--- src/rtl/key_conditioner.sv ---
// Button conditioning: polarity normalisation, 2-flop synchroniser and a
// per-key stability counter producing clean levels plus press/release strobes.
module key_conditioner #(
  parameter int KEYS_W        = 4,
  parameter int BOARD_CLK_MHZ = 25,
  parameter int DEBOUNCE_MS   = 10,
  parameter bit KEYS_ACT_LOW  = 1'b1
) (
  input  logic              clk_i,
  input  logic              rst_ni,
  input  logic [KEYS_W-1:0] keys_raw_i,
  output logic [KEYS_W-1:0] keys_o,
  output logic [KEYS_W-1:0] press_o,
  output logic [KEYS_W-1:0] release_o,
  output logic              any_press_o
);

  localparam int DB_CYCLES = BOARD_CLK_MHZ * 1000 * DEBOUNCE_MS;
  localparam int CNT_W     = (DB_CYCLES < 2) ? 1 : $clog2(DB_CYCLES);

  if (DB_CYCLES < 2) begin : g_bad_db
    $error("key_conditioner: DB_CYCLES must be at least 2");
  end

  logic [KEYS_W-1:0] n_keys;
  logic [KEYS_W-1:0] s1_q, s2_q;
  logic [KEYS_W-1:0] keys_q, press_q, release_q;
  logic [KEYS_W-1:0] keys_d, press_d, release_d;
  logic              any_press_q;

  assign n_keys = KEYS_ACT_LOW ? ~keys_raw_i : keys_raw_i;

  // Only the first synchroniser stage ever looks at the raw pins.
  always_ff @(posedge clk_i or negedge rst_ni) begin
    if (!rst_ni) begin
      s1_q        <= '0;
      s2_q        <= '0;
      keys_q      <= '0;
      press_q     <= '0;
      release_q   <= '0;
      any_press_q <= 1'b0;
    end else begin
      s1_q        <= n_keys;
      s2_q        <= s1_q;
      keys_q      <= keys_d;
      press_q     <= press_d;
      release_q   <= release_d;
      any_press_q <= |press_d;
    end
  end

  for (genvar gi = 0; gi < KEYS_W; gi++) begin : g_key
    logic [CNT_W-1:0] cnt_q, cnt_d;
    logic             key_d, prs_d, rel_d;

    // Any return to the stable level throws away the accumulated time.
    always_comb begin
      cnt_d = '0;
      key_d = keys_q[gi];
      prs_d = 1'b0;
      rel_d = 1'b0;
      if (s2_q[gi] != keys_q[gi]) begin
        if (cnt_q == CNT_W'(DB_CYCLES - 1)) begin
          key_d = s2_q[gi];
          prs_d = s2_q[gi];
          rel_d = ~s2_q[gi];
        end else begin
          cnt_d = cnt_q + CNT_W'(1);
        end
      end
    end

    always_ff @(posedge clk_i or negedge rst_ni) begin
      if (!rst_ni) begin
        cnt_q <= '0;
      end else begin
        cnt_q <= cnt_d;
      end
    end

    assign keys_d[gi]    = key_d;
    assign press_d[gi]   = prs_d;
    assign release_d[gi] = rel_d;
  end

  assign keys_o      = keys_q;
  assign press_o     = press_q;
  assign release_o   = release_q;
  assign any_press_o = any_press_q;

endmodule

--- config.mk ---
export PLATFORM = sky130hd
export DESIGN_NAME = key_conditioner
export DESIGN_NICKNAME = d
export VERILOG_FILES = /design/src/rtl/key_conditioner.sv
export SDC_FILE = /design/constraint.sdc
export NUM_CORES = 1
export LEC_CHECK = 0
export BUFFER_PORTS_ARGS = -buffer_cell sky130_fd_sc_hd__buf_4
export CORE_ASPECT_RATIO = 0.5
export CORE_UTILIZATION = 33
export CTS_CLUSTER_SIZE = 24
export DETAILED_ROUTE_END_ITERATION = 8
export GPL_TIMING_DRIVEN = 1
export MAX_ROUTING_LAYER = met4
export SYNTH_ARGS = -nofsm -noshare
export SYNTH_HDL_FRONTEND = slang
export SYNTH_SLANG_ARGS = --single-unit
--- constraint.sdc ---
create_clock -name clk_i -period 2.4 [get_ports clk_i]
set_input_delay 0.48 -clock clk_i [delete_from_list [all_inputs] [get_ports clk_i]]
set_output_delay 0.48 -clock clk_i [all_outputs]
set_load 0.01 [all_outputs]
; ---- Yosys cells after proc, flatten, opt, wreduce, memory -nomap -nowiden
; Index checks and enable logic that the tools add are counted.
[totals]
input_bits = 6
word_cells = 59
out_inout_bits = 13
reg_bits = 93
[op_classes]
add_sub_neg = 4
muxes = 24
n_eq_ne = 8
bitwise = 5
n_reduce_logical = 5
[ops]
columns = operator, n
row1 = 18-bit 2-to-1 mux, 8
row2 = 18-bit by 1-bit adder with 18-bit output (second input constant), 4
row3 = 18-bit equality test (second input constant), 4
row4 = 1-bit 2-to-1 mux, 16
row5 = 2-bit AND reduction, 4
row6 = 1-bit inequality test, 4
row7 = 1-bit inverter, 4
row8 = 4-bit inverter, 1
row9 = 4-bit OR reduction, 1

; ---- Depth between registers and ports, before layout
[depth]
word_depth = 4
ltp_mapped = 6
ltp_nobuf = 5

; ---- Worst setup path before layout
; No wires, ideal clock.
[synth_timing]
path_type = register to register
from = register g_key[2].cnt_q[0]
to = register g_key[2].cnt_q[10]
synth_period_minus_slack_ns = 1.842
path_buffers = 1
required_ns = 2.279
stages_incl_launch_ff = 7
path_slack_ns = 0.558
setup_time_ns = 0.121
t_arrival_ns = 1.721
path_cell_list = dfrtp_1 -> ha_1 -> nand3_2 -> or4_4 -> o21ai_4 -> buf_2 -> nor2_1
[synth_between]
elab_chain_len = 3
elab_cells_between_ends = 4
classes_between = 1 x add/sub / 1 x eq/ne / 2 x mux
[synth_lines]
columns = element, line_no
row1 = from (decl), 53  ; logic [CNT_W-1:0] cnt_q, cnt_d;
row2 = from (signal assigned), 77  ; cnt_q <= cnt_d;
row3 = 18-bit by 1-bit adder with 18-bit output or 18-bit equality test (tied branches), "68, 63"
row4 = 18-bit 2-to-1 mux (*), 63  ; if (cnt_q == CNT_W'(DB_CYCLES - 1)) begin
row5 = 18-bit 2-to-1 mux (*), 62  ; if (s2_q[gi] != keys_q[gi]) begin
row6 = via g_key[2].cnt_d[10], 53
; Mark *: on every way through the listed nets, which the timed path passes. The rest lies on a longest branch.
; A chain may end at the register's enable or synchronous reset.

; ---- Worst setup path after layout
[layout_timing]
from = register g_key[2].cnt_q[0]
to = register g_key[2].cnt_q[16]
; The elaborated chain is that of the path after synthesis.

==> key figures <==
Status
  • Run status: completed

Cells and area
  • Final core utilization: 0.391
  • Diode count: 0
  • Register area: 2330 um2
  • Area of the multi-input gates: 1910 um2
  • Fillers: 1227
  • Area Growth Syn to Fin: 14.9%
  • Share of post-route cells with drive strength above 1: 0.113
  • Finished Layout Cells: 621
  • Fin nets: 456

Routing
  • WL/cell: 12.7 um
  • Drt pass-1 iters: 4
  • ANT nets after route: 0
  • Iteration-0 DRC Markers: 127
  • Via count: 3009
  • DRC errors left: 0
  • Total Wirelength: 7.87 mm
  • Vias/cell: 4.85

Worst setup path
  • CP Data Arrival Time: 2.21 ns
  • CP endpoint: g_key[2].cnt_q[16]
  • Worst Setup Path Type: flop to flop
  • Crit. Startpoint: g_key[2].cnt_q[0]
  • Startpoint types: flop
  • Origin of the critical flop-to-flop path: g_key[2].cnt_q[0]
  • CP required: 2.61 ns
  • Reg-to-reg setup timing slack: 0.41 ns
  • Worst Setup End Kind: flop
  • Reg2reg path depth: 5
  • CP Max Fanout: 18
  • Crit Reg-Reg Endpoint: g_key[2].cnt_q[16]

Timing
  • Clock Skews: 0.00750 ns
  • Final Cycle Share: 0.831
  • TNS Setup: 0 ns
  • Slew headroom: 0.597
  • RSZ-0062 raised after global routing: no
  • Slew Viols, Final: 0
  • Final Hold Vio Count: 0
  • Peak Freq: 501 MHz
  • Worst-Margin Slew: 0.598 ns
  • Final min period: 1.99 ns
  • Final Setup Violations: 0

Synthesis
  • Syn Std Cell Area: 4330 um2
  • Synth Warn #: 0
  • Top_reg_cell synth: dfrtp_1
  • Unique masters post-synth: 42
  • Post-synth EDFFs: 0
  • Mean Syn Cell Area: 10.4 um2
  • Seq/Total Area, Yosys: 0.537
  • Synth top area cells: dfrtp_1 (54%), xnor2_1 (8.7%), nor2_1 (6.6%), nor4_1 (3.5%), xor2_1 (3.4%)
  • Synth Register Bits: 93
  • Largest area contributor in the netlist: dfrtp_1
  • Post-Syn Instances: 417
  • FFs w/ async S/R, synth: 1.00
  • Top-area cell type share of the netlist area: 0.537
  • Syn_nets: 427

Floorplanning
  • DIE HEIGHT: 83.0 um
  • Starting density of the core: 0.340
  • Core box area: 12700 um2
  • Die Wd: 164 um
  • Die Area: 13600 um2
  • Row count: 29
  • I/O pin total: 19

CTS
  • CTS sink cnt: 93
  • Root Driver: clkbuf_16
  • CTS tree: built
  • Worst-path clk slew: 0.06 ns
  • Setup Buffers After CTS: 0
  • CTS resizes: 0
  • Num CTS Buffers: 9
  • Max Root-Sink Buffers: 2
  • Clk_lat worst skew: 0.35 ns
  • Htree depth: 3
  • Hold buffers post-CTS: 0

GRT
  • Met3 usage: 0.0455
  • Congestion Overflow GR: 0
  • GR Layer Usage met2: 0.200
  • Tot GR Track Use: 0.135
  • Pin count of the biggest net entering global routing: 55
  • Vias in the first global route: 2981
  • Busiest grt layer: met2
  • First-pass GRT wire length: 14.0 mm
  • Met1 GRT Util: 0.174
  • Initial antenna violation count: 0

Placement
  • GP Congestion: 0.782
  • Number of port buffers: 18
  • Inst Count DP: 605
  • Dpl hpwl: 5.43 mm

Flow run
  • Max-cap violation count: 0

Hold path
  • Hold WC Path Type: input port to async pin

Pwr
  • Peak VDD IR: 0.292 mV
  • Leak: 2.01 nW
  • Power Density: 607 nW/um2
synthesized netlist by cell type, types with 4 or more instances:
| library cell | n |
|---|---|
| xor2_1 | 17 |
| o21ai_0 | 4 |
| nand3_1 | 22 |
| dfrtp_1 | 93 |
| xnor2_1 | 43 |
| nand2_1 | 19 |
| ha_1 | 4 |
| nand4_1 | 18 |
| nor4b_1 | 7 |
| nor3_1 | 12 |
| or3_1 | 4 |
| nor4_1 | 24 |
| nor2_1 | 76 |
| or4_1 | 7 |
| inv_1 | 18 |
| a21oi_1 | 7 |
routing by layer:
layer	up-vias	share of wire
li1	1525	-
met1	1452	0.50
met2	20	0.46
met3	12	0.032
met4	0	0.012
met5	-	0
how the worst min path moves through the flow:
stage	start	end	slack, ns
final	rst_ni	g_key[3].cnt_q[7]	0.004
after global routing	rst_ni	g_key[3].cnt_q[7]	0.007
after CTS	rst_ni	g_key[3].cnt_q[7]	0.009
after detailed placement	s1_q[3]	s2_q[3]	0.34
after global placement	s1_q[0]	s2_q[0]	0.33
after floorplan	rst_ni	any_press_o	0.18
layout by cell type (no fill, tap or decap), drive strengths merged:
cell type / netlist / routed
nand4: 20 / 20
buf: 4 / 24
and3: 2 / 2
or4: 9 / 9
nand3b: 1 / 1
nor3: 12 / 12
o41ai: 1 / 1
nand2b: 2 / 2
nand4b: 1 / 1
or2: 1 / 1
and2: 1 / 1
clkbuf: 2 / 13
xor2: 17 / 17
clkinvlp: 0 / 1
a21oi: 7 / 7
mux2: 4 / 4
xnor2: 43 / 43
dfrtp: 93 / 93
mux2i: 1 / 1
a21o: 1 / 1
or3: 4 / 4
nor4: 25 / 25
and4: 3 / 3
inv: 19 / 19
nand4bb: 1 / 1
nor2: 76 / 76
o31ai: 2 / 2
nor4b: 7 / 7
nand3: 25 / 25
o21ai: 8 / 8
ha: 4 / 4
nand2: 19 / 19
clkinv: 0 / 2
or4b: 2 / 2
area by class of cell:
type,count,share of cell area
clock buffers,13,0.0502
repair buffers,24,0.0387
clock inverters,3,0.00427
flip-flops and latches,93,0.467
well taps,170,0.0427
inverters,19,0.0143
multi-input cells,299,0.383
metrics by stage:
stage	total power, W	worst slack [ns]	area, um2	hold WS [ns]
5_1_grt	0.00316	0.239	4980	0.00732
4_1_cts	0.00307	0.359	4980	0.00864
3_3_place_gp	0.00174	0.418	4710	0.332
2_1_floorplan	0.00169	0.558	4330	0.184
6_report	0.00303	0.406	4980	0.00408
3_5_place_dp	0.00175	0.377	4710	0.337
cell families (layout without fill, tap and decap cells):
kind of cell	Yosys count	after routing	synth area share
simple gates	211	211	0.263
flops	93	93	0.537
xor+xnor	60	60	0.121
buf+inv	25	59	0.0234
compound gates	19	19	0.0315
mux	5	5	0.0127
fa+ha+maj	4	4	0.0115
state kept, by name (all words and copies together) (netlist names):
| signal | count |
|---|---|
| s2_q | 4 |
| release_o | 4 |
| press_o | 4 |
| any_press_o | 1 |
| keys_o | 4 |
| g_key.cnt_q | 72 |
| s1_q | 4 |
power by group:
| part | switching, W | internal [W] | leakage [nW] |
|---|---|---|---|
| Combinational | 0.0000672 | 0.0000327 | 0.611 |
| Clock | 0.000583 | 0.000731 | 0.130 |
| Sequential | 0.0000212 | 0.00159 | 1.27 |
| Total | 0.000671 | 0.00235 | 2.01 |
critical path: stages (launching register included):
cell     delay, ns
dfrtp_1       0.39
ha_1          0.21
nand3_2       0.18
or4_4         0.56
o21ai_4       0.41
nor2_1        0.10
Power figures use the tool's default switching activity.
